$ cat config.mk
export PLATFORM = sky130hd
export DESIGN_NAME = wb_arbiter_2m
export DESIGN_NICKNAME = d
export VERILOG_FILES = /design/src/rtl/wb_arbiter_2m.sv
export SDC_FILE = /design/constraint.sdc
export NUM_CORES = 1
export LEC_CHECK = 0
export BUFFER_PORTS_ARGS = -buffer_cell sky130_fd_sc_hd__buf_2
export CORE_AREA = 3 3 85 87
export CTS_CLUSTER_DIAMETER = 150
export DETAILED_ROUTE_END_ITERATION = 6
export DIE_AREA = 0 0 88 90
export GPL_TIMING_DRIVEN = 0
export PLACE_DENSITY_LB_ADDON = 0.2
export SETUP_SLACK_MARGIN = 0.4
export SLEW_MARGIN = 20
export SYNTH_ARGS = -nofsm -noshare
export SYNTH_HDL_FRONTEND = slang
export SYNTH_SLANG_ARGS = --single-unit
$ cat constraint.sdc
create_clock -name wb_clk_i -period 3.1 [get_ports wb_clk_i]
set_input_delay 0.62 -clock wb_clk_i [delete_from_list [all_inputs] [get_ports wb_clk_i]]
set_output_delay 0.62 -clock wb_clk_i [all_outputs]
set_load 0.01 [all_outputs]
$ cat src/rtl/wb_arbiter_2m.sv
// Two-master round-robin Wishbone arbiter; 1-cycle grant latency, then zero-latency paths.
// Backpressure: non-owner held stalled; owner sees the slave's stall; watchdog ends hung cycles.
module wb_arbiter_2m #(
  parameter int WB_BUS_WIDTH  = 16,
  parameter int WB_ADDR_WIDTH = 32,
  parameter int TIMEOUT       = 255,
  parameter int TO_WIDTH      = 8,
  localparam int WB_SEL       = WB_BUS_WIDTH / 8
) (
  input  logic                     wb_clk_i,
  input  logic                     wb_reset_n_i,
  input  logic                     m0_cyc_i,
  input  logic                     m0_stb_i,
  input  logic                     m0_we_i,
  input  logic                     m0_lock_i,
  input  logic [WB_ADDR_WIDTH-1:0] m0_addr_i,
  input  logic [WB_BUS_WIDTH-1:0]  m0_data_i,
  input  logic [WB_SEL-1:0]        m0_sel_i,
  output logic [WB_BUS_WIDTH-1:0]  m0_data_o,
  output logic                     m0_ack_o,
  output logic                     m0_err_o,
  output logic                     m0_rty_o,
  output logic                     m0_stall_o,
  input  logic                     m1_cyc_i,
  input  logic                     m1_stb_i,
  input  logic                     m1_we_i,
  input  logic                     m1_lock_i,
  input  logic [WB_ADDR_WIDTH-1:0] m1_addr_i,
  input  logic [WB_BUS_WIDTH-1:0]  m1_data_i,
  input  logic [WB_SEL-1:0]        m1_sel_i,
  output logic [WB_BUS_WIDTH-1:0]  m1_data_o,
  output logic                     m1_ack_o,
  output logic                     m1_err_o,
  output logic                     m1_rty_o,
  output logic                     m1_stall_o,
  output logic                     s_cyc_o,
  output logic                     s_stb_o,
  output logic                     s_we_o,
  output logic                     s_lock_o,
  output logic [WB_ADDR_WIDTH-1:0] s_addr_o,
  output logic [WB_BUS_WIDTH-1:0]  s_data_o,
  output logic [WB_SEL-1:0]        s_sel_o,
  input  logic [WB_BUS_WIDTH-1:0]  s_data_i,
  input  logic                     s_ack_i,
  input  logic                     s_err_i,
  input  logic                     s_rty_i,
  input  logic                     s_stall_i,
  output logic                     timeout_o
);

  typedef enum logic {IDLE, BUSY} state_t;

  localparam bit                WDOG_EN = (TIMEOUT > 0);
  localparam logic [TO_WIDTH-1:0] TO_LAST = TO_WIDTH'(TIMEOUT - 1);

  state_t              state, state_nxt;
  logic                owner, owner_nxt;
  logic                last, last_nxt;
  logic [TO_WIDTH-1:0] wdog, wdog_nxt;

  logic                     busy, term, fire;
  logic                     own_cyc, own_stb, own_we, own_lock;
  logic [WB_ADDR_WIDTH-1:0] own_addr;
  logic [WB_BUS_WIDTH-1:0]  own_data;
  logic [WB_SEL-1:0]        own_sel;

  assign own_cyc  = owner ? m1_cyc_i  : m0_cyc_i;
  assign own_stb  = owner ? m1_stb_i  : m0_stb_i;
  assign own_we   = owner ? m1_we_i   : m0_we_i;
  assign own_lock = owner ? m1_lock_i : m0_lock_i;
  assign own_addr = owner ? m1_addr_i : m0_addr_i;
  assign own_data = owner ? m1_data_i : m0_data_i;
  assign own_sel  = owner ? m1_sel_i  : m0_sel_i;

  assign busy = (state == BUSY);
  assign term = s_ack_i | s_err_i | s_rty_i;
  // A real slave termination in the firing cycle always beats the watchdog.
  assign fire = WDOG_EN && busy && own_cyc && !term && (wdog == TO_LAST);

  assign s_cyc_o   = busy & own_cyc & ~fire;
  assign s_stb_o   = busy & own_stb & ~fire;
  assign s_we_o    = busy & own_we;
  assign s_lock_o  = busy & own_lock;
  assign s_addr_o  = busy ? own_addr : '0;
  assign s_data_o  = busy ? own_data : '0;
  assign s_sel_o   = busy ? own_sel  : '0;
  assign timeout_o = fire;

  assign m0_data_o  = s_data_i;
  assign m1_data_o  = s_data_i;
  assign m0_ack_o   = busy & ~owner & s_ack_i;
  assign m1_ack_o   = busy &  owner & s_ack_i;
  assign m0_err_o   = busy & ~owner & (s_err_i | fire);
  assign m1_err_o   = busy &  owner & (s_err_i | fire);
  assign m0_rty_o   = busy & ~owner & s_rty_i;
  assign m1_rty_o   = busy &  owner & s_rty_i;
  assign m0_stall_o = ~(busy & ~owner) | s_stall_i;
  assign m1_stall_o = ~(busy &  owner) | s_stall_i;

  always_ff @(posedge wb_clk_i or negedge wb_reset_n_i) begin
    if (!wb_reset_n_i) begin
      state <= IDLE;
      owner <= 1'b0;
      last  <= 1'b1;
      wdog  <= '0;
    end else begin
      state <= state_nxt;
      owner <= owner_nxt;
      last  <= last_nxt;
      wdog  <= wdog_nxt;
    end
  end

  always_comb begin
    state_nxt = state;
    owner_nxt = owner;
    last_nxt  = last;
    wdog_nxt  = '0;
    case (state)
      IDLE: begin
        if (m0_cyc_i || m1_cyc_i) begin
          state_nxt = BUSY;
          owner_nxt = (m0_cyc_i && m1_cyc_i) ? ~last : m1_cyc_i;
        end
      end
      BUSY: begin
        if (fire || (!own_cyc && !own_lock)) begin
          state_nxt = IDLE;
          last_nxt  = owner;
        end else if (own_cyc && !term) begin
          wdog_nxt = wdog + 1'b1;
        end
      end
      default: state_nxt = IDLE;
    endcase
  end

endmodule

# Word-level counts from Yosys, hierarchy flattened
# Cells that the tools add are included.
[totals] ff_bits=11 in_bits=130 output_inout_bits=95 elab_cells=61
[classes] n_addsub=1 n_eq_ne=1 mux=17 bitwise_logic=25 n_reduce_logical=13
[op_table] operator="32-bit two-way mux" n=2
[op_table] operator="16-bit two-way mux" n=2
[op_table] operator="8-bit two-way mux" n=3
[op_table] operator="1-bit AND" n=14
[op_table] operator="8-bit by 1-bit adder with 8-bit output (second input constant)" n=1
[op_table] operator="8-bit == test (second input constant)" n=1
[op_table] operator="1-bit two-way mux" n=7
[op_table] operator="1-bit logical AND" n=6
[op_table] operator="1-bit NOT" n=6
[op_table] operator="1-bit bitwise OR" n=5
[op_table] operator="2-bit two-way mux" n=2
[op_table] operator="2-bit AND reduction" n=2
[op_table] operator="1-bit zero test" n=3
[op_table] operator="1-bit logical OR" n=2
[op_table] operator="1-bit one-hot mux with 2 select lines" n=1

# Logic depth before layout (Yosys ltp)
# Gate-level depths: netlist of run 1.
[logic_depth] word_depth=8 mapped_depth=6 ltp_nobuf=6

# Worst setup path after synthesis of run 1
# OpenSTA, ideal clock, no wires.
[synth_path] path_type="input to output" start="in s_err_i" end="out m0_err_o" arrival_time_ns=1.837 t_required_ns=2.480 path_slack_ns=0.643 cell_stages=4 n_path_buf=0 path_cell_list="or4b_4 nor4_4 nor2_1 nor3_1"
[synth_via] elab_chain_cells=7
[synth_rtl] element="start, declared" line_no="45" source="input logic s_err_i,"
[synth_rtl] element="1-bit bitwise OR (2 in series)" line_no="76" source="assign term = s_ack_i | s_err_i | s_rty_i;"
[synth_rtl] element="1-bit zero test" line_no="78" source="assign fire = WDOG_EN && busy && own_cyc && !term && (wdog == TO_LAST);"
[synth_rtl] element="1-bit logical AND (2 in series)" line_no="78"
[synth_rtl] element="via timeout_o" line_no="48" source="output logic timeout_o"
[synth_rtl] element="1-bit bitwise OR" line_no="93" source="assign m0_err_o = busy & ~owner & (s_err_i | fire);"
[synth_rtl] element="1-bit AND" line_no="93"
[synth_rtl] element="end, declared" line_no="21" source="output logic m0_err_o,"
# The timed path passes the listed nets, and every way through them passes these cells.

# Worst setup path after layout of run 1
[layout_path] start="in s_err_i" end="out s_stb_o"
[layout_via] elab_chain_cells=7
[layout_rtl] element="1-bit bitwise OR (2 in series)" line_no="76"
[layout_rtl] element="1-bit zero test" line_no="78"
[layout_rtl] element="1-bit logical AND (2 in series)" line_no="78"
[layout_rtl] element="1-bit NOT" line_no="81" source="assign s_stb_o = busy & own_stb & ~fire;"
[layout_rtl] element="1-bit AND" line_no="81"
[layout_rtl] element="end, declared" line_no="37" source="output logic s_stb_o,"
# Every way passes these cells.

==> run summary, run 1 <==
## Run status
- **run status** complete, no violations

## Yosys
- **distinct cell type count after synthesis** 32
- **Seq/Total Area, Yosys** 0.167
- **number of instances in the synthesized netlist** 213
- **cell area after technology mapping** 0.00165 sq mm
- **count of synthesis-stage warnings from yosys** 0
- **average instance area after synthesis** 7.76 sq um
- **Post-Synthesis Net Count** 345
- **flop and latch count out of synthesis** 11

## Clock tree
- **count of H-tree levels built during CTS** 1
- **Max clock buf depth** 2
- **CTS Hold Buffers Added** 0
- **CTS tree** yes
- **clock root buffer master** sky130_fd_sc_hd__clkbuf_8
- **later-pin clock latency in the skew report** 240 ps
- **number of buffers created by CTS** 3
- **CTS sink cnt** 11
- **clock edge transition at the registers on the reported setup and hold paths** 50 ps

## Flow run
- **number of maximum-capacitance constraint violations** 0

## Hold path
- **hold crit path type** in -> async

## Die
- **cell row count** 29
- **die extent in x** 88 microns
- **Starting Density** 0.257
- **Core ar.** 0.00642 sq mm
- **number of top-level pins** 225
- **DIE HEIGHT** 90 microns
- **full die area** 0.00792 sq mm

## Setup path
- **category of the critical setup timing path** in -> out
- **Arrival @ worst endpoint** 2040 ps
- **nature of the critical path startpoint** primary input
- **critical path peak fanout** 5
- **kind of capture point of the worst setup path** output port
- **required time at the endpoint of the critical path** 2480 ps

## Detailed routing
- **# DRC** 0
- **average routed wire per standard cell** 14.0 microns
- **Post-DRT Antenna Nets** 0
- **via/cell ratio** 4.34
- **routed via count** 2191
- **drt initial violations** 15
- **number of iterations in the first detailed-routing pass** 4
- **total wirelength of the detailed-routed design** 7.07 mm

## GRT
- **vias in the first global route** 2085
- **overall overflow remaining after global route** 0
- **initial antenna violation count** 0
- **GRT Overall Usage** 0.163
- **maximum number of pins on one net before global-route repair** 12
- **first-pass GRT wire length** 10.4 mm

## STA
- **setup repair after global routing missed its margin** yes
- **Final Hold Vio Count** 0
- **number of slew-limit violations in the final report** 0
- **total negative slack for setup checks** 0 ps
- **measured slew at the worst slew-check pin** 721 ps
- **share of the clock period used by the worst path** 0.859
- **worst hold margin** 235 ps
- **Max Clock Freq** 0.375 GHz
- **Final setup viols** 0
- **clock tree skew after final layout** 4.59 ps
- **post-layout minimum cycle time** 2660 ps
- **relative slew slack** 0.519

## Final layout
- **number of nets at the end of the flow** 561
- **count of inserted antenna diode cells** 0
- **Non-Filler Cell Area, Final** 0.00287 sq mm
- **Filler cells** 680
- **area growth from synthesis to layout** 73.4%
- **leading cell type in the layout, fill and taps excluded** sky130_fd_sc_hd__buf_2
- **fraction of final layout cells with drive strength greater than 1** 0.610
- **commonest cells after routing, fill and taps aside** 208 x sky130_fd_sc_hd__buf_2, 65 x sky130_fd_sc_hd__nor2_1, 53 x sky130_fd_sc_hd__mux2i_1

## Placement
- **HPWL reported at the end of detailed placement** 6.11 mm
- **last weighted congestion value of the routability-driven placer** 0.837
- **number of buffers added on ports** 208
- **placement-stage cell area** 0.00279 sq mm

## Power and ir drop
- **pwr dens** 646 mW/mm^2
- **maximum VDD drop** 0.260 mV
- **overall power** 1.85 mW
- **P_leak** 1.78 nW

==> state kept, by name (all words and copies together), names as in the netlist <==
register  cells
owner         1
wdog          8
busy          1
last          1
==> layer usage <==
layer,wire (microns),up-vias,GRT usage
met3,700,6,0.0338
met1,2640,958,0.175
met5,0,-,0
met4,51,0,0.0307
met2,3690,117,0.318
li1,-,1110,-
==> critical path, stage by stage <==
cell and delay [ps]:
sky130_fd_sc_hd__buf_2 110, sky130_fd_sc_hd__or4b_4 560, sky130_fd_sc_hd__nor4_4 400, sky130_fd_sc_hd__buf_4 180, sky130_fd_sc_hd__nor3_1 40, sky130_fd_sc_hd__buf_2 140
==> timing repair <==
item,CTS,global route
resized for setup,0,4
setup buffers,0,3
endpoints found under the setup margin,0,13
==> cells by family (layout without fill, tap and decap cells) <==
logic type | Yosys count | after routing | synth area share
flops | 11 | 11 | 0.167
xor+xnor | 6 | 6 | 0.0318
buf+inv | 47 | 262 | 0.190
fa+ha+maj | 2 | 2 | 0.0151
compound gates | 5 | 5 | 0.0212
simple gates | 87 | 87 | 0.236
mux | 55 | 55 | 0.338
==> area by class of cell <==
type / instances / area [sq um] / area share
buffer: 45 / 308 / 0.107
clock buffer: 4 / 45.0 / 0.0157
inverter: 2 / 7.51 / 0.00262
multi-input combinational: 155 / 1070 / 0.373
sequential: 11 / 277 / 0.0965
tap: 77 / 96.3 / 0.0336
timing repair buffer: 211 / 1060 / 0.371
==> synth_stat cells, drive strengths merged <==
cell	number	area share
a21oi	1	0.0030
a31oi	1	0.0038
and2	3	0.011
and3	3	0.013
buf	35	0.16
clkbuf	10	0.029
dfrtp	10	0.15
dfstp	1	0.016
ha	2	0.015
inv	2	0.0045
mux2	1	0.0091
mux2i	54	0.33
nand2	2	0.0045
nand2b	1	0.0038
nand3	4	0.012
nand4	1	0.0038
nor2	66	0.15
nor3	3	0.0091
nor4	1	0.013
o21ai	2	0.0083
o31a	1	0.0061
or2	1	0.0038
or3	1	0.0038
or4b	1	0.0083
xnor2	3	0.016
xor2	3	0.016
==> where the power goes <==
| group | total (mW) | switching [mW] | internal (mW) |
|---|---|---|---|
| Sequential | 0.186 | 0.0175 | 0.168 |
| Clock | 0.145 | 0.0548 | 0.0904 |
| Combinational | 1.52 | 0.829 | 0.691 |
| Total | 1.85 | 0.902 | 0.949 |
==> metrics by stage <==
| step | setup slack (ps) | std cells | utilization |
|---|---|---|---|
| 3_3_place_gp | 471 | 498 | 0.434 |
| 2_1_floorplan | 643 | 213 | - |
| 5_1_grt | 384 | 505 | 0.446 |
| 6_report | 436 | 505 | 0.446 |
| 4_1_cts | 461 | 502 | 0.441 |
| 3_5_place_dp | 466 | 498 | 0.434 |
==> final timing paths <==
path / endpoint / slack, ps / depth (start not counted) / start
worst max-delay path: s_stb_o / 440 / 6 / s_err_i
max in group asynchronous: last$_DFFE_PN1P_ / 2610 / 1 / wb_reset_n_i
min in group wb_clk_i: wdog[0]$_DFF_PN0_ / 490 / 1 / wdog[0]$_DFF_PN0_
worst min-delay path: wdog[7]$_DFF_PN0_ / 240 / 1 / wb_reset_n_i
worst min register to register: wdog[0]$_DFF_PN0_ / 490 / 1 / wdog[0]$_DFF_PN0_
worst max register to register: last$_DFFE_PN1P_ / 1080 / 5 / busy$_DFF_PN0_
Note: power is estimated with default switching activity, not from simulation.
==> inputs of run 2 (changes only) <==
- ABC_AREA: unset -> 1
- CORE_AREA: 3 3 85 87 -> 5 5 83 85
==> run 2 against run 1 <==
  * Hold slack gained 11 ps
  * Clock power shrank 3%
  * Utilization shrank 0.93 points
  * Total power grew 5.0%
  * Critical path depth shrank 1
  * Sequential power grew 4%
  * Sequential cell count is the same
  * First-iteration DRC count grew to 4.1 times the previous value
  * Non-clock buffer count shrank 6
  * Wire length grew 6.0%
  * Sequential share of layout area grew 0.67 points
  * Critical path type is now reg -> out
  * Critical endpoint is now s_addr_o[5]
  * Highest routed layer unchanged
==> run summary, run 2 <==
## Run status
- **run status** complete, no violations

## Die
- **die extent in x** 88 microns
- **full die area** 0.00792 sq mm
- **number of top-level pins** 225
- **Starting Density** 0.244
- **Core ar.** 0.00613 sq mm
- **cell row count** 29
- **DIE HEIGHT** 90 microns

## Yosys
- **dominant cells by area after synthesis** sky130_fd_sc_hd__a22o_1 30%, sky130_fd_sc_hd__dfrtp_1 17%, sky130_fd_sc_hd__buf_4 17%
- **area share of the leading cell type in the synthesized netlist** 0.298
- **top cell types by occurrence after synthesis** 51 x sky130_fd_sc_hd__a22o_1, 33 x sky130_fd_sc_hd__buf_4, 18 x sky130_fd_sc_hd__nand2_1
- **count of flip-flops with a built-in enable after synthesis** 0
- **post-synthesis cell type with the largest combined area** sky130_fd_sc_hd__a22o_1
- **Post-Synthesis Net Count** 316
- **count of synthesis-stage warnings from yosys** 0
- **share of async-settable or async-resettable flops after synthesis** 1.00
- **distinct cell type count after synthesis** 27
- **cell area after technology mapping** 0.00150 sq mm
- **flop and latch count out of synthesis** 11
- **number of instances in the synthesized netlist** 184
- **average instance area after synthesis** 8.14 sq um
- **most instantiated flip-flop cell in the synthesis netlist** sky130_fd_sc_hd__dfrtp_1
- **Seq/Total Area, Yosys** 0.185
- **most frequent cell after synthesis** sky130_fd_sc_hd__a22o_1

## Clock tree
- **Max clock buf depth** 2
- **later-pin clock latency in the skew report** 230 ps
- **CTS sink cnt** 11
- **CTS Hold Buffers Added** 0
- **CTS tree** yes
- **number of gates given a new drive strength after cts** 0
- **clock root buffer master** sky130_fd_sc_hd__clkbuf_8
- **number of buffers created by CTS** 3
- **number of post-CTS setup repair buffers** 0
- **count of H-tree levels built during CTS** 1
- **clock edge transition at the registers on the reported setup and hold paths** 50 ps

## GRT
- **overall overflow remaining after global route** 0
- **maximum number of pins on one net before global-route repair** 12
- **GRT Overall Usage** 0.170
- **initial antenna violation count** 0
- **first-pass GRT wire length** 10.8 mm
- **vias in the first global route** 1959

## Setup path
- **kind of capture point of the worst setup path** output port
- **highest-delay cell along the critical path** sky130_fd_sc_hd__dfrtp_1
- **maximum single-stage delay on the critical path** 380 ps
- **cells along the critical path** inv_1 -> nor2_4 -> buf_2 -> a22o_1 -> buf_2
- **category of the critical setup timing path** reg -> out
- **critical path peak fanout** 10
- **Arrival @ worst endpoint** 1660 ps
- **R2R cell count** 7
- **required time at the endpoint of the critical path** 2480 ps
- **worst path buffer plus inverter count** 3
- **Top Family by Delay on Critical Path** buffers and inverters
- **WP depth** 5
- **critical path's most frequent cell** sky130_fd_sc_hd__buf_2
- **nature of the critical path startpoint** flip-flop

## STA
- **share of the clock period used by the worst path** 0.736
- **Max Clock Freq** 0.438 GHz
- **post-layout minimum cycle time** 2280 ps
- **Final Hold Vio Count** 0
- **worst hold margin** 246 ps
- **Final setup viols** 0
- **measured slew at the worst slew-check pin** 344 ps
- **number of slew-limit violations in the final report** 0
- **total negative slack for setup checks** 0 ps
- **clock tree skew after final layout** 0.627 ps
- **relative slew slack** 0.771
- **setup repair after global routing missed its margin** no

## Power and ir drop
- **Psw** 0.951 mW
- **Int Pwr** 0.993 mW
- **portion of total power attributed to combinational logic** 0.829
- **share of total power consumed by net switching** 0.489
- **clock share of power** 0.072
- **P_leak** 1.62 nW
- **pwr dens** 725 mW/mm^2
- **maximum VDD drop** 0.309 mV
- **share of total power in sequential cells** 0.099

## Detailed routing
- **Post-DRT Antenna Nets** 0
- **# DRC** 0
- **average routed wire per standard cell** 15.9 microns
- **routed via count** 2074
- **via/cell ratio** 4.38
- **total wirelength of the detailed-routed design** 7.50 mm
- **number of iterations in the first detailed-routing pass** 4
- **drt initial violations** 61

## Hold path
- **hold crit path type** in -> async

## Placement
- **number of buffers added on ports** 208
- **last weighted congestion value of the routability-driven placer** 0.852
- **number of cells in the design after placement** 469
- **HPWL reported at the end of detailed placement** 6.56 mm

## Flow run
- **number of maximum-capacitance constraint violations** 0

## Final layout
- **fraction of final layout cells with drive strength greater than 1** 0.682
- **area growth from synthesis to layout** 78.9%
- **count of inserted antenna diode cells** 0
- **total area of multi-input combinational cells** 852 sq um
- **Post-Layout Cell Count** 473
- **register cell area after layout** 277 sq um
- **commonest cells after routing, fill and taps aside** 212 x sky130_fd_sc_hd__buf_2, 51 x sky130_fd_sc_hd__a22o_1, 33 x sky130_fd_sc_hd__buf_4
- **Top reg by flops** wdog
- **Filler cells** 662
- **flip-flop count of the largest register, all copies and words added** 8
- **leading cell type in the layout, fill and taps excluded** sky130_fd_sc_hd__buf_2
- **number of nets at the end of the flow** 529

run 2: power groups by stage:
stage | clock (mW) | combinational [mW] | sequential, mW
floorplan | 0 | 0.999 | 0.191
global placement | 0 | 1.63 | 0.195
detailed placement | 0 | 1.63 | 0.196
CTS | 0.147 | 1.64 | 0.194
global route | 0.153 | 1.74 | 0.198
finish | 0.140 | 1.61 | 0.193
run 2: path summary, 6_finish.rpt:
check / from / to / slack [ps]
worst min-delay path: wb_reset_n_i / wdog[1]$_DFF_PN0_ / 250
max in group asynchronous: wb_reset_n_i / last$_DFFE_PN1P_ / 2590
worst max-delay path: busy$_DFF_PN0_ / s_addr_o[5] / 820
worst max register to register: wdog[0]$_DFF_PN0_ / busy$_DFF_PN0_ / 1750
min in group wb_clk_i: last$_DFFE_PN1P_ / last$_DFFE_PN1P_ / 460
worst min register to register: last$_DFFE_PN1P_ / last$_DFFE_PN1P_ / 460
run 2: cells by family after synthesis:
group / Yosys count / synth area share
AOI/OAI and AO/OA: 57 / 0.320
xor gates and xnor gates: 6 / 0.0351
adders and majority gates: 2 / 0.0167
buffers and inverters: 54 / 0.246
DFF: 11 / 0.185
and+or+nand+nor: 54 / 0.197
run 2: worst reg2reg max path, stage by stage (launching register included):
cell and delay, ps:
sky130_fd_sc_hd__dfrtp_1 410, sky130_fd_sc_hd__inv_1 80, sky130_fd_sc_hd__ha_1 170, sky130_fd_sc_hd__nand3_1 80, sky130_fd_sc_hd__nor2_1 190, sky130_fd_sc_hd__nand3_4 110, sky130_fd_sc_hd__nand2_2 80, sky130_fd_sc_hd__o21ai_0 80
run 2: per-stage QoR:
stage                     setup slack, ps  cell area, sq um  power, mW   util
after global routing                  688              2680       2.10  0.437
after detailed placement              848              2640       1.82  0.430
final                                 817              2680       1.94  0.437
after CTS                             784              2680       1.98  0.437
after floorplan                      1120              1500       1.19      -
after global placement                861              2640       1.83  0.430
run 2: metal layers:
layer  track usage  wire [microns]
met3        0.0384             757
met1         0.182            2600
met2         0.320            3990
met4        0.0512             148
met5             0               0
run 2: cell type report:
type	instances	area share
flip-flops and latches	11	0.103
repair buffers	208	0.388
inverters	12	0.0168
plain buffers	42	0.121
multi-input cells	119	0.318
clock buffers	4	0.0168
well taps	77	0.0359
==> inputs of run 3 (changes only) <==
- CORE_AREA: 5 5 83 85 -> 5 5 84 86
- DIE_AREA: 0 0 88 90 -> 0 0 89 91
- clock period: 3.1 -> 2.2 ns (I/O delays scaled with it)
==> run 3 against run 2 <==
  * First-iteration DRC count fell by 1.6%
  * Register-to-register slack got worse by 960 ps
  * Utilization rose by 5.2 points
  * Sequential cell count did not move
  * Setup slack got worse by 560 ps
  * Largest power group unchanged
  * Via count rose by 6.4%
  * Clock skew rose by 2.1 ps
==> run summary, run 3 (same netlist as run 2, synthesis figures left out) <==
## Run status
- **run status** complete, no violations

## Placement
- **HPWL reported at the end of detailed placement** 6.49 mm
- **number of buffers added on ports** 208
- **number of cells in the design after placement** 469
- **last weighted congestion value of the routability-driven placer** 0.858

## STA
- **Final setup viols** 0
- **number of slew-limit violations in the final report** 0
- **measured slew at the worst slew-check pin** 263 ps
- **relative slew slack** 0.825
- **clock tree skew after final layout** 2.69 ps
- **Final Hold Vio Count** 0
- **share of the clock period used by the worst path** 0.885
- **total negative slack for setup checks** 0 ps
- **setup repair after global routing missed its margin** yes
- **post-layout minimum cycle time** 1950 ps
- **Max Clock Freq** 0.514 GHz

## Die
- **Starting Density** 0.241
- **cell row count** 29
- **full die area** 0.00810 sq mm
- **Core ar.** 0.00620 sq mm
- **die extent in x** 89 microns
- **number of top-level pins** 225
- **DIE HEIGHT** 91 microns

## Setup path
- **cells along the critical path** buf_12 -> nand2_8 -> inv_8 -> buf_8 -> a22o_1 -> buf_2
- **Top Family by Delay on Critical Path** buffers and inverters
- **critical path peak fanout** 10
- **R2R cell count** 8
- **reg-to-reg setup timing slack** 790 ps
- **worst path buffer plus inverter count** 4
- **startpoint of the worst-slack reg-to-reg timing path** wdog[0]$_DFF_PN0_
- **nature of the critical path startpoint** flip-flop
- **required time at the endpoint of the critical path** 1760 ps
- **WP depth** 6
- **highest-delay cell along the critical path** sky130_fd_sc_hd__dfrtp_2
- **terminus of the critical flop-to-flop path** busy$_DFF_PN0_
- **category of the critical setup timing path** reg -> out
- **Arrival @ worst endpoint** 1510 ps
- **kind of capture point of the worst setup path** output port
- **maximum single-stage delay on the critical path** 470 ps

## Final layout
- **Top reg by flops** wdog
- **Post-Layout Cell Count** 490
- **count of inserted antenna diode cells** 0
- **flip-flop count of the largest register, all copies and words added** 8
- **commonest cells after routing, fill and taps aside** 198 x sky130_fd_sc_hd__buf_2, 51 x sky130_fd_sc_hd__a22o_1, 47 x sky130_fd_sc_hd__buf_4
- **area growth from synthesis to layout** 103%
- **fraction of final layout cells with drive strength greater than 1** 0.731
- **leading cell type in the layout, fill and taps excluded** sky130_fd_sc_hd__buf_2
- **Filler cells** 633
- **number of nets at the end of the flow** 546

## Power and ir drop
- **share of total power consumed by net switching** 0.457
- **maximum VDD drop** 0.680 mV
- **Psw** 1.56 mW
- **portion of total power attributed to combinational logic** 0.857
- **Int Pwr** 1.85 mW
- **clock share of power** 0.061
- **share of total power in sequential cells** 0.082
- **P_leak** 1.76 nW
- **pwr dens** 1120 mW/mm^2

## Clock tree
- **CTS sink cnt** 11
- **CTS tree** yes
- **Max clock buf depth** 2
- **later-pin clock latency in the skew report** 240 ps
- **number of buffers created by CTS** 3
- **count of H-tree levels built during CTS** 1
- **clock edge transition at the registers on the reported setup and hold paths** 50 ps
- **clock root buffer master** sky130_fd_sc_hd__clkbuf_8

## Hold path
- **hold crit path type** in -> async

## Detailed routing
- **average routed wire per standard cell** 16.3 microns
- **drt initial violations** 60
- **# DRC** 0
- **routed via count** 2206
- **number of iterations in the first detailed-routing pass** 4
- **total wirelength of the detailed-routed design** 7.97 mm
- **via/cell ratio** 4.50
- **Post-DRT Antenna Nets** 0

## GRT
- **GRT Overall Usage** 0.168
- **initial antenna violation count** 0
- **maximum number of pins on one net before global-route repair** 12
- **overall overflow remaining after global route** 0
- **first-pass GRT wire length** 10.6 mm
- **vias in the first global route** 1988

## Flow run
- **number of maximum-capacitance constraint violations** 0

run 3: per-stage QoR:
step | utilization | worst slack, ps | total power, mW | cell area [sq um] | hold slack, ps
finish | 0.489 | 253 | 3.40 | 3040 | 62.1
global route | 0.489 | 197 | 3.63 | 3040 | 73.9
CTS | 0.454 | 274 | 3.06 | 2820 | 69.2
detailed placement | 0.425 | 311 | 2.59 | 2640 | 330
global placement | 0.425 | 318 | 2.59 | 2640 | 328
floorplan | - | 576 | 1.68 | 1500 | 144
run 3: layout make-up:
class	instances	area, sq um	area share
Tap cell	77	96.3	0.0317
Clock inverter	1	5.00	0.00165
Inverter	12	60.1	0.0198
Sequential cell	11	278	0.0915
Clock buffer	3	41.3	0.0136
Buffer	42	349	0.115
Multi-Input combinational cell	120	928	0.306
Timing Repair Buffer	224	1280	0.421
run 3: worst max path at each step:
stage	startpoint	end
global placement	s_err_i	m0_err_o
floorplan	s_err_i	m0_err_o
detailed placement	s_err_i	m0_err_o
finish	owner$_DFFE_PN0P_	s_data_o[14]
CTS	owner$_DFFE_PN0P_	s_cyc_o
global route	owner$_DFFE_PN0P_	s_data_o[14]
run 3: routing by layer:
metal	vias to the layer above	global-route usage	wire [microns]
li1	1091	-	-
met1	1000	0.188	2750
met2	100	0.309	4230
met3	15	0.0326	832
met4	0	0.0558	158
met5	-	0	0
run 3: repair_timing:
item,in CTS,in global routing
hold buffers,0,0
setup endpoints to repair,61,61
pin swaps,8,9
cloned,2,2
setup buffers,9,4
gates resized for setup,20,31
run 3: power by group through the flow:
| stage | clock network, mW | registers (mW) | logic (mW) |
|---|---|---|---|
| final | 0.208 | 0.280 | 2.92 |
| after global routing | 0.228 | 0.285 | 3.12 |
| after CTS | 0.212 | 0.285 | 2.57 |
| after global placement | 0 | 0.274 | 2.32 |
| after detailed placement | 0 | 0.276 | 2.32 |
| after floorplan | 0 | 0.269 | 1.41 |
